<file path="src/rtl/alu_uart_ctrl.sv">
// Serial command sequencer: collects A, B and opcode bytes from a UART receiver,
// drives the ALU, then sends the result byte. Optional macro CARRY_BYTE_EN adds a carry byte.
module alu_uart_ctrl #(
  parameter int ALU_W       = 8,
  parameter int OP_W        = 6,
  parameter int EXEC_CYCLES = 2,
  parameter int TIMEOUT     = 1000000
) (
  input  logic                    clock,
  input  logic                    reset_n,
  input  logic [7:0]              rx_data,
  input  logic                    rx_done,
  input  logic                    tx_busy,
  output logic                    tx_start,
  output logic [7:0]              tx_data,
  output logic [ALU_W-1:0]        alu_a,
  output logic [ALU_W-1:0]        alu_b,
  output logic [OP_W-1:0]         alu_op,
  input  logic signed [ALU_W-1:0] alu_res,
  input  logic                    alu_carry,
  output logic                    busy,
  output logic                    err,
  output logic                    overrun
);

  localparam int TMR_W = (TIMEOUT > 1) ? $clog2(TIMEOUT + 1) : 1;
  localparam int CNT_W = (EXEC_CYCLES > 1) ? $clog2(EXEC_CYCLES + 1) : 1;

  typedef enum logic [2:0] {S_A, S_B, S_OP, S_EXEC, S_TX, S_TXW, S_TXC} state_t;

  state_t             state, state_nx;
  logic [ALU_W-1:0]   a_nx, b_nx;
  logic [OP_W-1:0]    op_nx;
  logic [7:0]         txd_nx;
  logic               txs_nx, err_nx, ovr_nx, busy_nx;
  logic [TMR_W-1:0]   timer, timer_nx;
  logic [CNT_W-1:0]   exec_cnt, cnt_nx;
  logic               carry_q, carry_nx;
  logic               txw_first, first_nx;
  logic               timeout_hit;
`ifdef CARRY_BYTE_EN
  logic               carry_phase, phase_nx;
`endif

  function automatic logic [7:0] sext8(input logic signed [ALU_W-1:0] v);
    logic signed [7:0] w;
    w = v;
    return w;
  endfunction

  function automatic logic op_valid(input logic [7:0] b);
    logic [7:0] hi;
    hi = b >> OP_W;
    case (b)
      8'h20, 8'h22, 8'h24, 8'h25, 8'h26, 8'h03, 8'h02, 8'h27: return (hi == 8'd0);
      default: return 1'b0;
    endcase
  endfunction

  assign timeout_hit = (TIMEOUT != 0) && (timer == TMR_W'(TIMEOUT));

  always_comb begin
    state_nx = state;
    a_nx     = alu_a;
    b_nx     = alu_b;
    op_nx    = alu_op;
    txd_nx   = tx_data;
    txs_nx   = 1'b0;
    err_nx   = 1'b0;
    ovr_nx   = 1'b0;
    cnt_nx   = exec_cnt;
    carry_nx = carry_q;
    first_nx = txw_first;
`ifdef CARRY_BYTE_EN
    phase_nx = carry_phase;
`endif
    case (state)
      S_A: begin
        if (rx_done) begin
          a_nx     = rx_data[ALU_W-1:0];
          state_nx = S_B;
        end
      end
      S_B: begin
        // A byte arriving on the timeout clock still counts
        if (rx_done) begin
          b_nx     = rx_data[ALU_W-1:0];
          state_nx = S_OP;
        end else if (timeout_hit) begin
          err_nx   = 1'b1;
          state_nx = S_A;
        end
      end
      S_OP: begin
        if (rx_done) begin
          if (op_valid(rx_data)) begin
            op_nx    = rx_data[OP_W-1:0];
            cnt_nx   = CNT_W'(EXEC_CYCLES);
            state_nx = S_EXEC;
          end else begin
            err_nx = 1'b1;
          end
        end else if (timeout_hit) begin
          err_nx   = 1'b1;
          state_nx = S_A;
        end
      end
      S_EXEC: begin
        cnt_nx = exec_cnt - 1'b1;
        if (exec_cnt == CNT_W'(1)) begin
          txd_nx   = sext8(alu_res);
          carry_nx = alu_carry;
          state_nx = S_TX;
`ifdef CARRY_BYTE_EN
          phase_nx = 1'b0;
`endif
        end
      end
      S_TX: begin
        if (!tx_busy) begin
          txs_nx   = 1'b1;
          first_nx = 1'b1;
          state_nx = S_TXW;
        end
      end
      S_TXW: begin
        // First cycle after tx_start is ignored: tx_busy may not have risen yet
        if (txw_first) begin
          first_nx = 1'b0;
        end else if (!tx_busy) begin
`ifdef CARRY_BYTE_EN
          state_nx = carry_phase ? S_A : S_TXC;
`else
          state_nx = S_A;
`endif
        end
      end
      S_TXC: begin
        txd_nx   = {7'b0, carry_q};
`ifdef CARRY_BYTE_EN
        phase_nx = 1'b1;
`endif
        state_nx = S_TX;
      end
      default: state_nx = S_A;
    endcase

    if (rx_done && (state == S_EXEC || state == S_TX || state == S_TXW || state == S_TXC))
      ovr_nx = 1'b1;

    if (state_nx != state || rx_done)
      timer_nx = '0;
    else if (state == S_B || state == S_OP)
      timer_nx = timer + 1'b1;
    else
      timer_nx = '0;

    busy_nx = (state_nx != S_A);
  end

  always_ff @(posedge clock or negedge reset_n) begin
    if (!reset_n) begin
      state     <= S_A;
      alu_a     <= '0;
      alu_b     <= '0;
      alu_op    <= '0;
      tx_data   <= '0;
      tx_start  <= 1'b0;
      err       <= 1'b0;
      overrun   <= 1'b0;
      busy      <= 1'b0;
      timer     <= '0;
      exec_cnt  <= '0;
      carry_q   <= 1'b0;
      txw_first <= 1'b0;
`ifdef CARRY_BYTE_EN
      carry_phase <= 1'b0;
`endif
    end else begin
      state     <= state_nx;
      alu_a     <= a_nx;
      alu_b     <= b_nx;
      alu_op    <= op_nx;
      tx_data   <= txd_nx;
      tx_start  <= txs_nx;
      err       <= err_nx;
      overrun   <= ovr_nx;
      busy      <= busy_nx;
      timer     <= timer_nx;
      exec_cnt  <= cnt_nx;
      carry_q   <= carry_nx;
      txw_first <= first_nx;
`ifdef CARRY_BYTE_EN
      carry_phase <= phase_nx;
`endif
    end
  end

endmodule
</file>
<file path="config.mk">
export PLATFORM = sky130hd
export DESIGN_NAME = alu_uart_ctrl
export DESIGN_NICKNAME = d
export VERILOG_FILES = /design/src/rtl/alu_uart_ctrl.sv
export SDC_FILE = /design/constraint.sdc
export NUM_CORES = 1
export LEC_CHECK = 0
export ABC_AREA = 1
export CAP_MARGIN = 20
export CORE_MARGIN = 2
export CORE_UTILIZATION = 56
export DETAILED_ROUTE_END_ITERATION = 8
export PLACE_DENSITY = 0.93
export SETUP_SLACK_MARGIN = 0.3
export SLEW_MARGIN = 20
export SYNTH_ARGS = -nofsm -noshare
export SYNTH_HDL_FRONTEND = slang
export SYNTH_SLANG_ARGS = --single-unit
</file>
<file path="constraint.sdc">
create_clock -name clock -period 3.3 [get_ports clock]
set_clock_uncertainty 0.2 [all_clocks]
set_input_delay 0.66 -clock clock [delete_from_list [all_inputs] [get_ports clock]]
set_output_delay 0.66 -clock clock [all_outputs]
set_load 0.05 [all_outputs]
</file>
# --- Yosys cells after proc, flatten, opt, wreduce, memory -nomap -nowiden ---
# Index checks and enable logic that the tools add are counted.
classes:
  add_sub_neg: 2
  n_eq_ne: 21
  n_mux: 30
  n_reduce_logical: 20
ops:
  columns: ["cell", "count"]
  rows:
  - ["$eq 8x6->1 const B", 6]
  - ["$mux 20", 2]
  - ["$mux 3", 9]
  - ["$pmux 3 s7", 1]
  - ["$add 20x1->20 const B", 1]
  - ["$eq 20x20->1 const B", 1]
  - ["$eq 8x2->1 const B", 2]
  - ["$pmux 8 s2", 1]
  - ["$mux 1", 11]
  - ["$reduce_and 2->1", 5]
  - ["$eq 3x3->1 const B", 3]
  - ["$logic_not 8->1", 1]
  - ["$mux 8", 1]
  - ["$ne 2x2->1 const B", 4]
  - ["$reduce_or 8->1", 1]
  - ["$eq 3x2->1 const B", 2]
  - ["$reduce_and 3->1", 2]
  - ["$reduce_bool 2->1", 3]
  - ["$logic_or 1x1->1", 5]
  - ["$mux 2", 2]
  - ["$pmux 1 s2", 2]
  - ["$pmux 2 s2", 1]
  - ["$eq 3x1->1 const B", 1]
  - ["$logic_not 3->1", 1]
  - ["5 further kinds", 5]
word_totals:
  reg_bits: 61
  inputBits: 21
  out_inout_bits: 34
  wordCells: 86

# --- Longest topological paths before layout ---
# Gate-level depths: netlist (run 1).
depth:
  ltp_word: 11
  depth_mapped: 13
  depth_no_buf: 13

# --- Worst setup path before layout (run 1) ---
# No wires, ideal clock.
synth_path:
  path_kind: "input to register"
  start: "in rx_data[2]"
  end: "reg timer[9]"
  setup_time_ns: 0.069
  arrival_ns: 1.609
  t_required_ns: 3.031
  slack_ns: 1.422
  stages: 12
  n_path_buf: 1
  cell_sequence: "inv_1 nand2_1 nand2_1 nand2_1 inv_1 nand3_4 nand2_2 inv_2 nand3_1 nand3_2 buf_6 nor2_2"
synth_between:
  elab_chain_cells: 11
  word_cells_on_any_way: 18
  cone_classes: "9 x eq/ne; 7 x mux; 2 x reduce/logical"
synth_rtl:
  columns: ["element", "line", "text"]
  rows:
  - ["start, declared", "11", "input logic [7:0] rx_data,"]
  - ["$eq 8x6->1 or $eq 8x2->1 (tied branches)", "54", "case (b)"]
  - ["$reduce_or 8->1 *", "54", null]
  - ["$mux 1 *", "54", null]
  - ["$mux 1 *", "95", "if (rx_done) begin"]
  - ["$mux 1 *", "77", "case (state)"]
  - ["$mux 3 *", "96", "if (op_valid(rx_data)) begin"]
  - ["$mux 3 *", "95", null]
  - ["$pmux 3 s7 *", "77", null]
  - ["$ne 3x3->1 *", "151", "if (state_nx != state || rx_done)"]
  - ["$logic_or 1x1->1 *", "151", null]
  - ["$mux 20 *", "151", null]
  - ["named net timer_nx[9]", "36", "logic [TMR_W-1:0] timer, timer_nx;"]
  - ["end signal, assigned", "189", "timer <= timer_nx;"]
  - ["end, declared", "36", null]
# The timed path passes the listed nets; every way through them passes the cells marked *. The select of a mux whose other input is x is not followed.
# A chain may end at the register's enable or synchronous reset.

# --- Worst setup path in the final report (run 1) ---
layout_path:
  start: "in rx_done"
  end: "reg timer[1]"
layout_between:
  elab_chain_cells: 5
  word_cells_on_any_way: 7
  cone_classes: "1 x eq/ne; 5 x mux; 1 x reduce/logical"
layout_rtl:
  columns: ["element", "line", "text"]
  rows:
  - ["start, declared", "12", "input logic rx_done,"]
  - ["$mux 3, on equally long branches", "95, 79, 86", null]
  - ["$pmux 3 s7", "77", null]
  - ["$ne 3x3->1", "151", null]
  - ["$logic_or 1x1->1 *", "151", null]
  - ["$mux 20 *", "151", null]
  - ["named net timer_nx[1]", "36", null]
# The timed path passes the listed nets; every way through them passes the cells marked *.

==> results of run 1 <==
[area by class of cell]
type | instances | share of cell area
multi-input cells | 234 | 0.3262
clock buffers | 11 | 0.03742
well taps | 70 | 0.02318
clock inverters | 5 | 0.01589
repair buffers | 56 | 0.1464
flip-flops and latches | 61 | 0.4040
inverters | 47 | 0.04702
[synthesized netlist by cell type, types with 3 or more instances]
| cell | number |
|---|---|
| nand2_1 | 78 |
| dfrtp_1 | 61 |
| inv_1 | 40 |
| nor2_1 | 39 |
| nand3_1 | 27 |
| o21ai_0 | 25 |
| nor2_2 | 11 |
| a22o_1 | 7 |
| xor2_1 | 7 |
| nand2_2 | 5 |
| a21oi_1 | 4 |
| inv_2 | 4 |
| nand4_1 | 4 |
| xnor2_1 | 4 |
| buf_6 | 3 |
| ha_1 | 3 |
| nor2_4 | 3 |
| nor3_1 | 3 |
[power by group]
part	switching (mW)	leakage [nW]	internal, mW
combinational	1.08	0.878	0.486
clock	0.313	0.0995	0.370
sequential	0.176	0.793	0.958
total	1.56	1.77	1.81
[sequential cells by signal (all words and copies together) (netlist names)]
signal and cells:
txw_first 1, overrun 1, timer 20, err 1
busy 1, state 3, tx_data 8, alu_b 8
alu_a 8, exec_cnt 2, carry_q 1, tx_start 1
alu_op 6
[critical path: stages]
cell and delay (ns):
clkdlybuf4s50_1 0.57, inv_1 0.11, nor2_2 0.13, nand2_2 0.20, nand2_1 0.14, nor2_1 0.06, nand2_2 0.05, inv_2 0.04
nand3_1 0.07, nand3_2 0.34, nor2_1 0.21
[what timing repair did]
item                                   4_1_cts  5_1_grt
endpoints found under the hold margin       12        0
setup endpoints to repair                    0        0
hold buffers                                 1        0
[final timing paths]
kind	from	end	slack (ns)
min in group asynchronous	reset_n	alu_a[5]$_DFFE_PN0P_	0.54
max in group asynchronous	reset_n	tx_data[0]$_DFFE_PN0P_	1.46
worst min register to register	alu_a[1]$_DFFE_PN0P_	alu_a[1]$_DFFE_PN0P_	0.30
worst min-delay path	alu_a[1]$_DFFE_PN0P_	alu_a[1]$_DFFE_PN0P_	0.30
worst max-delay path	rx_done	timer[1]$_DFF_PN0_	0.77
worst max register to register	state[1]$_DFF_PN0_	timer[12]$_DFF_PN0_	1.04
[stage by stage]
step,area [µm²],std cells,utilization,hold WS [ns],power [mW]
detailed placement,3567,467,0.6984,0.2743,2.668
global route,3779,484,0.7398,0.3219,3.534
finish,3779,484,0.7398,0.2951,3.380
global placement,3567,467,0.6984,0.2552,2.609
CTS,3779,484,0.7398,0.2917,3.389
floorplan,2978,347,-,0.1644,2.178
[per-layer routing]
metal | share of wire | vias up | global-route usage
met5 | 0 | - | 0
met1 | 0.39 | 1242 | 0.3142
met2 | 0.53 | 76 | 0.4851
met3 | 0.059 | 16 | 0.08235
met4 | 0.020 | 0 | 0.1018
li1 | - | 1221 | -
[cell families (layout without fill, tap and decap cells)]
| kind of cell | Yosys count | after routing | synth area share |
|---|---|---|---|
| AO/OA/AOI/OAI | 40 | 40 | 0.08109 |
| flip-flops | 61 | 61 | 0.5126 |
| buffers and inverters | 52 | 119 | 0.07353 |
| adder cells (fa/ha/maj) | 3 | 3 | 0.01261 |
| XOR/XNOR | 11 | 11 | 0.03235 |
| AND/OR/NAND/NOR | 180 | 180 | 0.2878 |
==> metrics.txt, run 1 <==
Worst R2R Path Depth=9; P&R area growth vs syn=26.89%; Power per Cell Area=894.4 nW/µm²; Longest Clk Path Bufs=2; vias in the first global route=2669; WHS Path Cells=2; GRT overflow=0; Initial DRC Count=121; CTS resizes=0; CTS root buffer=clkbuf_8; top cell type's share of synthesized area=0.5126; Sequential Area=1526 µm²; Post-synth EDFFs=0; ys async rst share=1.000; Pre-antenna DRT Iters=4; FILL cells=355; setup TNS=0 ns; DIE HEIGHT=76.92 µm; Max H-tree Level=3; Die Area=5917 µm²; crit end category=flop; Synth area leader=dfrtp_1; CTS sink cnt=61; Post-Place Setup Slack=0.4140 ns; CTS tree=done; ratio of cells with drive above 1 in the final layout=0.1232; TritonCTS Buffers=9; IO Port Bufs=54; required time of the critical path=3.37 ns; Leakage=1.770 nW; GPL Wtd Cong=0.9472; arrival time at the worst endpoint=2.60 ns; Synth cell types=32; Avg Synthesized Cell Area=8.582 µm²; total length of routed wires=7.588 mm; Max-Slew Margin vs Limit=0.5997; setup ws final=0.7717 ns; post-CTS setup buffer count=0; post-synthesis cell count=347; antenna-violating nets left=0; I/O Pins=55; commonest non-fill, non-tap cell in the layout=nand2_1; critical path fanouts, max=17; Worst Setup Path Type=in -> reg; dpl hpwl=4.943 mm; Synth Cell Area=2978 µm²; fmax=0.3955 GHz; Initial Utilization=0.5830; vias after detailed routing=2555; clock transition at the registers of the reported paths=0.08 ns; top post-synthesis cells by area=dfrtp_1 51%, nand2_1 9.8%, inv_1 5.0%; largest net degree at the start of global routing=50; Synth Register Bits=61; overall routing resource usage=0.2750; setup violators final=0; Final Max Tran Viols=0; kind of start point of the critical path=primary input; n_diodes=0; Hold Path Class=reg -> reg; area of the multi-input gates=1232 µm²; Max-Cap Viols=0; syn nets=371; commonest cells after routing, fill and taps aside=78 x nand2_1, 61 x dfrtp_1, 53 x clkdlybuf4s50_1, 40 x inv_1, 39 x nor2_1; RSZ-0062 raised after global routing=false; post-synthesis sequential area ratio=0.5126; nets=433; minimum clock period=2.528 ns; outcome=completed; Main synth FF type=dfrtp_1; yosys warns=0; Site Rows=26; Core Region=5107 µm²; Clk Latency, worst-skew pair=0.36 ns; routed length per placed instance=15.68 µm; first-pass GRT wire length=12.56 mm; Worst-Margin Slew=0.6005 ns; DR DRC count=0; Final Cycle Share=0.7662; vias per inst=5.279; Peak supply drop=0.7949 mV; Final Hold Fails=0; initial antenna violation count=0; Horiz. Die Dim=76.92 µm
No activity file was read; power rests on OpenSTA's default activity.
==> inputs of run 2 (changes only) <==
CORE_UTILIZATION = 47   (was 56)
PLACE_DENSITY = 0.84   (was 0.93)
clock period = 2.1 ns   (was 3.3 ns; I/O delays follow)
==> metrics.txt, run 2 (synthesis results as in run 1) <==
outcome=completed; I/O Pins=55 (unchanged); nets=459 (+6.0%); commonest cells after routing, fill and taps aside=68 x nand2_1, 56 x dfrtp_1, 55 x buf_4, 35 x inv_1, 27 x nor2_1; ratio of cells with drive above 1 in the final layout=0.3636 (+0.2404); Initial DRC Count=194 (+60%); clock transition at the registers of the reported paths=0.06 ns (-0.02 ns); critical path fanouts, max=6 (-11); Max-Slew Margin vs Limit=0.5803 (-0.01936); DIE HEIGHT=83.60 µm (+8.7%); total length of routed wires=7.554 mm (-0.45%); Initial Utilization=0.4771 (-0.1059); Pre-antenna DRT Iters=4 (unchanged); arrival time at the worst endpoint=1.94 ns (-0.66 ns); FILL cells=467 (+32%); RSZ-0062 raised after global routing=true; Hold Path Class=reg -> reg; Max H-tree Level=3 (unchanged); Power per Cell Area=1378 nW/µm² (+54%); GRT overflow=0 (unchanged); Leakage=2.005 nW (+13%); CTS root buffer=clkbuf_8; vias after detailed routing=2635 (+3.1%); required time of the critical path=2.12 ns (-1.25 ns); overall routing resource usage=0.2079 (-0.06710); crit end category=flop; dpl cells=486 (+4.1%); Max-Cap Viols=0 (unchanged); Longest Clk Path Bufs=2 (unchanged); antenna-violating nets left=0 (unchanged); dpl hpwl=4.738 mm (-4.2%); CTS sink cnt=61 (unchanged); TritonCTS Buffers=9 (unchanged); Die Area=6989 µm² (+18%); CP peak stage delay=0.48 ns (-0.09 ns); setup TNS=0 ns (unchanged); Final Hold Fails=0 (unchanged); max reg flops=20 (unchanged); GPL Wtd Cong=0.9424 (-0.51%); Sequential Area=1533 µm² (+0.41%); Worst Setup Path Type=reg -> reg; Worst-Margin Slew=0.6295 ns (+0.02904 ns); kind of start point of the critical path=flop; CTS tree=done; Final Max Tran Viols=0 (unchanged); first-pass GRT wire length=11.62 mm (-7.5%); vias in the first global route=2601 (-2.5%); Core Region=6241 µm² (+22%); DR DRC count=0 (unchanged); non-filler cells in the finished layout=517 (+6.8%); Site Rows=29 (+12%); utilization after layout=0.6688 (-0.07103); Cell Chain, Critical Path=inv_4 > nor2_4 > nand2_2 > nand2_4 > a21boi_2 > nand2_2 > or3_1; setup violators final=0 (unchanged); routed length per placed instance=14.61 µm (-6.8%); Clk Latency, worst-skew pair=0.35 ns (about the same); minimum clock period=1.917 ns; area of the multi-input gates=1439 µm² (+17%); vias per inst=5.097 (-3.5%); cell mode on critical path=nand2_2; n_diodes=0 (unchanged); Reg with most FFs=timer; largest net degree at the start of global routing=27 (-46%); met3 WL post-DR=405 µm (-9.2%); fmax=0.5216 GHz; initial antenna violation count=0 (unchanged); Power Total=5.750 mW (+70%); slowest CP cell=dfrtp_2; IO Port Bufs=54 (unchanged); Final Cycle Share=0.9129; commonest non-fill, non-tap cell in the layout=nand2_1; M1 wire length=3.007 mm (+0.57%); Top Metal Used=met4; P&R area growth vs syn=40.17%; Met2 Wirelength=3.989 mm (-0.18%); Horiz. Die Dim=83.60 µm (+8.7%); Peak supply drop=1.166 mV (+47%)
run 2: changes by cell type in the layout (fill, tap and decap cells not counted), sizes merged:
cell / before / now
dlygate4sd2: 0 / 1
bufinv: 1 / 2
buf: 2 / 60
clkinv: 6 / 5
inv: 44 / 45
clkdlybuf4s50: 53 / 18
clkinvlp: 1 / 2
run 2: critical path: cells and delay by family (launching register included):
family          cells  cell delay, ns
compound gates      1            0.26
buf+inv             1            0.15
flops               1            0.48
simple gates        5            0.70
run 2: repair_timing:
item | 4_1_cts | 5_1_grt
endpoints found under the setup margin | 22 | 29
setup buffers | 4 | 9
gates cloned | 0 | 1
hold endpoints to repair | 22 | 0
gates resized for setup | 15 | 55
pin swaps | 1 | 18
hold buffers | 1 | 0
run 2: power by group:
group | internal (mW) | leakage [nW] | switching [mW]
clock | 0.661 | 0.105 | 0.484
combinational | 0.949 | 1.11 | 1.90
sequential | 1.51 | 0.786 | 0.248
total | 3.12 | 2.00 | 2.63
run 2: path summary, 6_finish.rpt:
| kind | startpoint | endpoint | depth (start not counted) | slack, ns |
|---|---|---|---|---|
| max | state[0]$_DFF_PN0_ | busy$_DFF_PN0_ | 7 | 0.18 |
| max reg2reg | state[0]$_DFF_PN0_ | busy$_DFF_PN0_ | 7 | 0.18 |
| max in group asynchronous | reset_n | exec_cnt[0]$_DFFE_PN0P_ | 3 | 0.72 |
| min in group asynchronous | reset_n | timer[0]$_DFF_PN0_ | 2 | 0.42 |
| min | txw_first$_DFFE_PN0P_ | txw_first$_DFFE_PN0P_ | 2 | 0.29 |
| min reg2reg | txw_first$_DFFE_PN0P_ | txw_first$_DFFE_PN0P_ | 2 | 0.29 |
run 2: through the flow:
stage          cell area (µm²)  setup WS, ns  hold slack [ns]
2_1_floorplan             2978        0.4161         -0.07559
3_3_place_gp              3608     -0.006761           0.2549
3_5_place_dp              3608      -0.07163           0.2676
4_1_cts                   3901        0.2796           0.2912
5_1_grt                   4174        0.1473           0.3158
6_report                  4174        0.1829           0.2909
run 2: metal layers:
layer | up-vias | GRT usage
met3 | 17 | 0.05242
li1 | 1275 | -
met5 | - | 0
met1 | 1274 | 0.2487
met2 | 69 | 0.3520
met4 | 0 | 0.09677
run 2: layout make-up:
class	instances	share of cell area
Clock buffer	9	0.02968
Clock inverter	7	0.02158
Inverter	47	0.04376
Multi-Input combinational cell	234	0.3447
Sequential cell	61	0.3672
Tap cell	77	0.02308
Timing Repair Buffer	82	0.1700
